===== src/rtl/alu_writeback_stage_if.sv =====
// alu_writeback_stage_if: ALU-to-writeback and writeback-to-regfile handshake bundle
interface alu_writeback_stage_if #(
   parameter int DATA_W = 16,
   parameter int REG_AW = 3
);
   logic              in_valid;
   logic              in_ready;
   logic [DATA_W-1:0] in_result;
   logic              in_carry;
   logic              in_zero;
   logic [REG_AW-1:0] in_rd;
   logic [1:0]        in_cond;
   logic              in_wr_c;
   logic              in_wr_z;
   logic              out_valid;
   logic              out_ready;
   logic              out_wr_en;
   logic [REG_AW-1:0] out_rd;
   logic [DATA_W-1:0] out_data;
   modport master (
      output in_valid, in_result, in_carry, in_zero, in_rd, in_cond, in_wr_c, in_wr_z, out_ready,
      input  in_ready, out_valid, out_wr_en, out_rd, out_data
   );
   modport slave (
      input  in_valid, in_result, in_carry, in_zero, in_rd, in_cond, in_wr_c, in_wr_z, out_ready,
      output in_ready, out_valid, out_wr_en, out_rd, out_data
   );
endinterface


===== src/rtl/alu_writeback_stage.sv =====
// alu_writeback_stage: registers the ALU result, owns C/Z flags and squashes failed conditional ops.
// Defining ALU_WB_PERF_EN adds saturating perf_commit/perf_squash counters.
module alu_writeback_stage #(
   parameter int DATA_W = 16,
   parameter int REG_AW = 3
) (
   input  logic clk,
   input  logic rst_n,
   input  logic flush,
   alu_writeback_stage_if.slave bus,
   output logic c_flag,
   output logic z_flag
`ifdef ALU_WB_PERF_EN
   ,
   output logic [15:0] perf_commit,
   output logic [15:0] perf_squash
`endif
);
   logic              valid_q;
   logic              wr_en_q;
   logic [REG_AW-1:0] rd_q;
   logic [DATA_W-1:0] data_q;
   logic              accept;
   logic              met;
   assign bus.in_ready  = !valid_q || bus.out_ready;
   assign bus.out_valid = valid_q;
   assign bus.out_wr_en = wr_en_q;
   assign bus.out_rd    = rd_q;
   assign bus.out_data  = data_q;
   assign accept = bus.in_valid && bus.in_ready && !flush;
   // flags already include every earlier accepted op, so dependants need no bypass
   assign met = (bus.in_cond == 2'b00) || (bus.in_cond == 2'b10 && c_flag) ||
                (bus.in_cond == 2'b01 && z_flag);
   always_ff @(posedge clk or negedge rst_n) begin
      if (!rst_n) begin
         valid_q <= 1'b0;
         wr_en_q <= 1'b0;
         rd_q    <= '0;
         data_q  <= '0;
         c_flag  <= 1'b0;
         z_flag  <= 1'b0;
      end else if (flush) begin
         valid_q <= 1'b0;
         wr_en_q <= 1'b0;
      end else if (accept) begin
         valid_q <= 1'b1;
         wr_en_q <= met;
         rd_q    <= bus.in_rd;
         data_q  <= bus.in_result;
         if (met && bus.in_wr_c) c_flag <= bus.in_carry;
         if (met && bus.in_wr_z) z_flag <= bus.in_zero;
      end else if (valid_q && bus.out_ready) begin
         valid_q <= 1'b0;
         wr_en_q <= 1'b0;
      end
   end
`ifdef ALU_WB_PERF_EN
   always_ff @(posedge clk or negedge rst_n) begin
      if (!rst_n) begin
         perf_commit <= '0;
         perf_squash <= '0;
      end else if (accept) begin
         if (met && perf_commit != 16'hFFFF) perf_commit <= perf_commit + 16'd1;
         if (!met && perf_squash != 16'hFFFF) perf_squash <= perf_squash + 16'd1;
      end
   end
`endif
endmodule

===== src/flat_wrapper.sv =====
// flat-port wrapper written by rule: the top's interface ports become plain ports
module alu_writeback_stage_flat 
#(
   parameter int DATA_W = 16,
   parameter int REG_AW = 3
)
  (clk, rst_n, flush, c_flag, z_flag, bus_in_valid, bus_in_result, bus_in_carry, bus_in_zero, bus_in_rd, bus_in_cond, bus_in_wr_c, bus_in_wr_z, bus_out_ready, bus_in_ready, bus_out_valid, bus_out_wr_en, bus_out_rd, bus_out_data);
  alu_writeback_stage_if #(.DATA_W(DATA_W), .REG_AW(REG_AW)) bus_i ();
  input  logic clk;
  input  logic rst_n;
  input  logic flush;
  output logic c_flag;
  output logic z_flag;
  input wire logic [$bits(bus_i.in_valid)-1:0] bus_in_valid;
  input wire logic [$bits(bus_i.in_result)-1:0] bus_in_result;
  input wire logic [$bits(bus_i.in_carry)-1:0] bus_in_carry;
  input wire logic [$bits(bus_i.in_zero)-1:0] bus_in_zero;
  input wire logic [$bits(bus_i.in_rd)-1:0] bus_in_rd;
  input wire logic [$bits(bus_i.in_cond)-1:0] bus_in_cond;
  input wire logic [$bits(bus_i.in_wr_c)-1:0] bus_in_wr_c;
  input wire logic [$bits(bus_i.in_wr_z)-1:0] bus_in_wr_z;
  input wire logic [$bits(bus_i.out_ready)-1:0] bus_out_ready;
  output wire logic [$bits(bus_i.in_ready)-1:0] bus_in_ready;
  output wire logic [$bits(bus_i.out_valid)-1:0] bus_out_valid;
  output wire logic [$bits(bus_i.out_wr_en)-1:0] bus_out_wr_en;
  output wire logic [$bits(bus_i.out_rd)-1:0] bus_out_rd;
  output wire logic [$bits(bus_i.out_data)-1:0] bus_out_data;
  assign bus_i.in_valid = bus_in_valid;
  assign bus_i.in_result = bus_in_result;
  assign bus_i.in_carry = bus_in_carry;
  assign bus_i.in_zero = bus_in_zero;
  assign bus_i.in_rd = bus_in_rd;
  assign bus_i.in_cond = bus_in_cond;
  assign bus_i.in_wr_c = bus_in_wr_c;
  assign bus_i.in_wr_z = bus_in_wr_z;
  assign bus_i.out_ready = bus_out_ready;
  assign bus_in_ready = bus_i.in_ready;
  assign bus_out_valid = bus_i.out_valid;
  assign bus_out_wr_en = bus_i.out_wr_en;
  assign bus_out_rd = bus_i.out_rd;
  assign bus_out_data = bus_i.out_data;
  alu_writeback_stage #(.DATA_W(DATA_W), .REG_AW(REG_AW)) u_core (.clk(clk), .rst_n(rst_n), .flush(flush), .bus(bus_i), .c_flag(c_flag), .z_flag(z_flag));
endmodule

===== config.mk =====
export PLATFORM = sky130hd
export DESIGN_NAME = alu_writeback_stage_flat
export DESIGN_NICKNAME = d
export VERILOG_FILES = /design/src/rtl/alu_writeback_stage_if.sv /design/src/rtl/alu_writeback_stage.sv /design/src/flat_wrapper.sv
export SDC_FILE = /design/constraint.sdc
export NUM_CORES = 1
export LEC_CHECK = 0
export CORE_MARGIN = 5
export CORE_UTILIZATION = 38
export DETAILED_ROUTE_END_ITERATION = 8
export PLACE_DENSITY = 0.92
export SYNTH_ARGS = -nofsm -noshare
export SYNTH_HDL_FRONTEND = slang
export SYNTH_SLANG_ARGS = --single-unit

===== constraint.sdc =====
create_clock -name clk -period 3.8 [get_ports clk]
set_input_delay 0.38 -clock clk [delete_from_list [all_inputs] [get_ports clk]]
set_output_delay 0.38 -clock clk [all_outputs]
set_load 0.005 [all_outputs]

==> run summary <==
Core area - 2410 um^2
Status - finished, final reports clean
Warnings, synthesis - 0
Worst Hold Class - reg2reg
Nets - 145
Worst hold margin - 0.520 ns
FP Rows - 18
Buffers on Ports - 53
Core Util, Final - 0.624
Root Driver - clkbuf_4
# diodes - 0
Vias in the first global route - 729
Clk sink count - 23
Initial DRT Pass Iterations - 2
Unrepaired setup endpoints after global routing - no
Slew headroom - 0.324
Worst slew pin tran - 1.01 ns
Commonest non-fill, non-tap cells in the layout - 53 x clkdlybuf4s50_1, 23 x dfrtp_1, 20 x mux2_2
GP Congestion - 0.713
Die ar. - 3530 um^2
Arrival @ worst endpoint - 2.25 ns
Mapped Cells - 59
Iteration-0 DRC Markers - 15
Hold buffers post-CTS - 0
Synthesized area per cell - 15.7 um^2
Final setup fails - 0
Synthesis-stage register bit count - 23
GRT overflow - 0
Mapped Nets - 89
WS Path Type - in2reg
IO Pins - 54
Worst Setup Start Kind - input port
CTS buffer count - 3
Max_cap viols - 0
Initial Util - 0.385
Die height - 59.4 um
Vias per cell - 4.72
Number of remaining DRC errors - 0
Largest net degree at the start of global routing - 24
Routed Antenna Nets - 0
Final Max Tran Viols - 0
Crit-path max cell delay - 0.86 ns
Fmax - 0.488 GHz
Sum Neg Setup Slack - 0 ns
Crit end category - flop
LEAKAGE - 0.608 nW
Die width - 59.4 um
Post-CTS Setup Bufs - 0
Skew final - 0.00766 ns
Overall fraction of global-route tracks in use - 0.130
Crit-path max FO - 21
First-pass GRT wire length - 3480 um
DR vias - 680
Share of post-route cells with drive strength above 1 - 0.237
Seq/Total Area, Yosys - 0.620
Filler cells - 187
Final wirelength - 2210 um
Hold Vio Cnt, Final - 0
Clock-pin slew on the worst setup and hold paths - 0.12 ns
Layout area overhead - 62.0%
Tmin final - 2.05 ns
Crit path max-delay cell type - nor3b_4
Register area - 576 um^2
CTS tree - done
Synthesized area - 928 um^2
H-tree Lvls - 1
Cell variety after synth - 16
Max Root-Sink Buffers - 2
Drt wl/cell - 15.3 um
PwrDens - 413 nW/um^2
Total power draw - 0.000621 W
Commonest non-fill, non-tap cell in the layout - clkdlybuf4s50_1
Worst skew pair latency - 0.30 ns
DP HPWL - 1790 um
Final Cycle Share - 0.540
Worst path cell trace - clkdlybuf4s50_1 -> nor3b_4 -> nand3_2 -> mux2_4
Resized Gates After CTS - 0
Initial antenna violation count - 0
Area of the multi-input gates - 330 um^2
Peak supply drop - 263 uV
Req. time, crit path - 4.00 ns
==> state kept, by name, summed over array words and instances (netlist names) <==
signal / count
u_core.bus.out_valid: 1
u_core.bus.out_data: 16
u_core.c_flag: 1
u_core.z_flag: 1
u_core.bus.out_wr_en: 1
u_core.bus.out_rd: 3
==> worst max-delay path: cells and delay by family <==
family                 cells  cell delay [ns]
and+or+nand+nor            2             1.02
buffers and inverters      1             0.52
muxes                      1             0.33
==> power breakdown <==
group          internal (W)  switching [W]  total (W)
registers          0.000289      0.0000237   0.000313
logic              0.000143      0.0000554   0.000198
clock network     0.0000409      0.0000686   0.000109
==> cell type report <==
cell class,instances,share of cell area
Clock buffer,4,0.0175
Inverter,1,0.00250
Timing Repair Buffer,53,0.353
Multi-Input combinational cell,33,0.220
Sequential cell,23,0.383
Tap cell,30,0.0250
==> synthesized netlist by cell type <==
cell type / count / area share
dfrtp_1: 23 / 0.62
mux2_2: 20 / 0.24
nor2_1: 3 / 0.012
a21oi_1: 1 / 0.0054
a32oi_1: 1 / 0.0094
buf_4: 1 / 0.0081
buf_6: 1 / 0.012
inv_1: 1 / 0.0040
mux2_4: 1 / 0.016
nand2b_1: 1 / 0.0067
nand3_1: 1 / 0.0054
nand3_2: 1 / 0.011
nor2b_1: 1 / 0.0067
nor2b_4: 1 / 0.015
nor3b_4: 1 / 0.020
o21ai_0: 1 / 0.0054
==> logic make-up after synthesis <==
group	count (synthesis)	share of synthesized area
mux	21	0.259
buf+inv	3	0.0243
compound gates	3	0.0202
flops	23	0.620
simple gates	9	0.0768
==> stage by stage <==
step	setup WS, ns	cells	instance area (um^2)
2_1_floorplan	2.42	59	928
3_3_place_gp	1.45	140	1480
5_1_grt	1.59	144	1500
4_1_cts	1.71	144	1500
3_5_place_dp	1.38	140	1480
6_report	1.75	144	1500
==> path summary, 6_finish.rpt <==
| path | slack, ns | to | start | cells past startpoint |
|---|---|---|---|---|
| worst min-delay path | 0.52 | u_core.bus.out_data[1]$_DFFE_PN0P_ | u_core.bus.out_data[1]$_DFFE_PN0P_ | 1 |
| worst max register to register | 1.84 | u_core.z_flag$_DFFE_PN0P_ | u_core.bus.out_valid$_DFFE_PN0P_ | 4 |
| max in group asynchronous | 2.58 | u_core.bus.out_data[3]$_DFFE_PN0P_ | rst_n | 1 |
| worst max-delay path | 1.75 | u_core.z_flag$_DFFE_PN0P_ | bus_in_valid | 4 |
| min in group asynchronous | 0.61 | u_core.bus.out_data[10]$_DFFE_PN0P_ | rst_n | 1 |
| worst min register to register | 0.52 | u_core.bus.out_data[1]$_DFFE_PN0P_ | u_core.bus.out_data[1]$_DFFE_PN0P_ | 1 |
==> per-layer routing <==
metal  vias up  GRT usage  wire length (um)
li1        317          -                 -
met1       341      0.154               816
met4         0     0.0485                16
met3         2     0.0153               105
met2        20      0.237              1270
met5         -          0                 0
(Power assumes the default switching activity.)
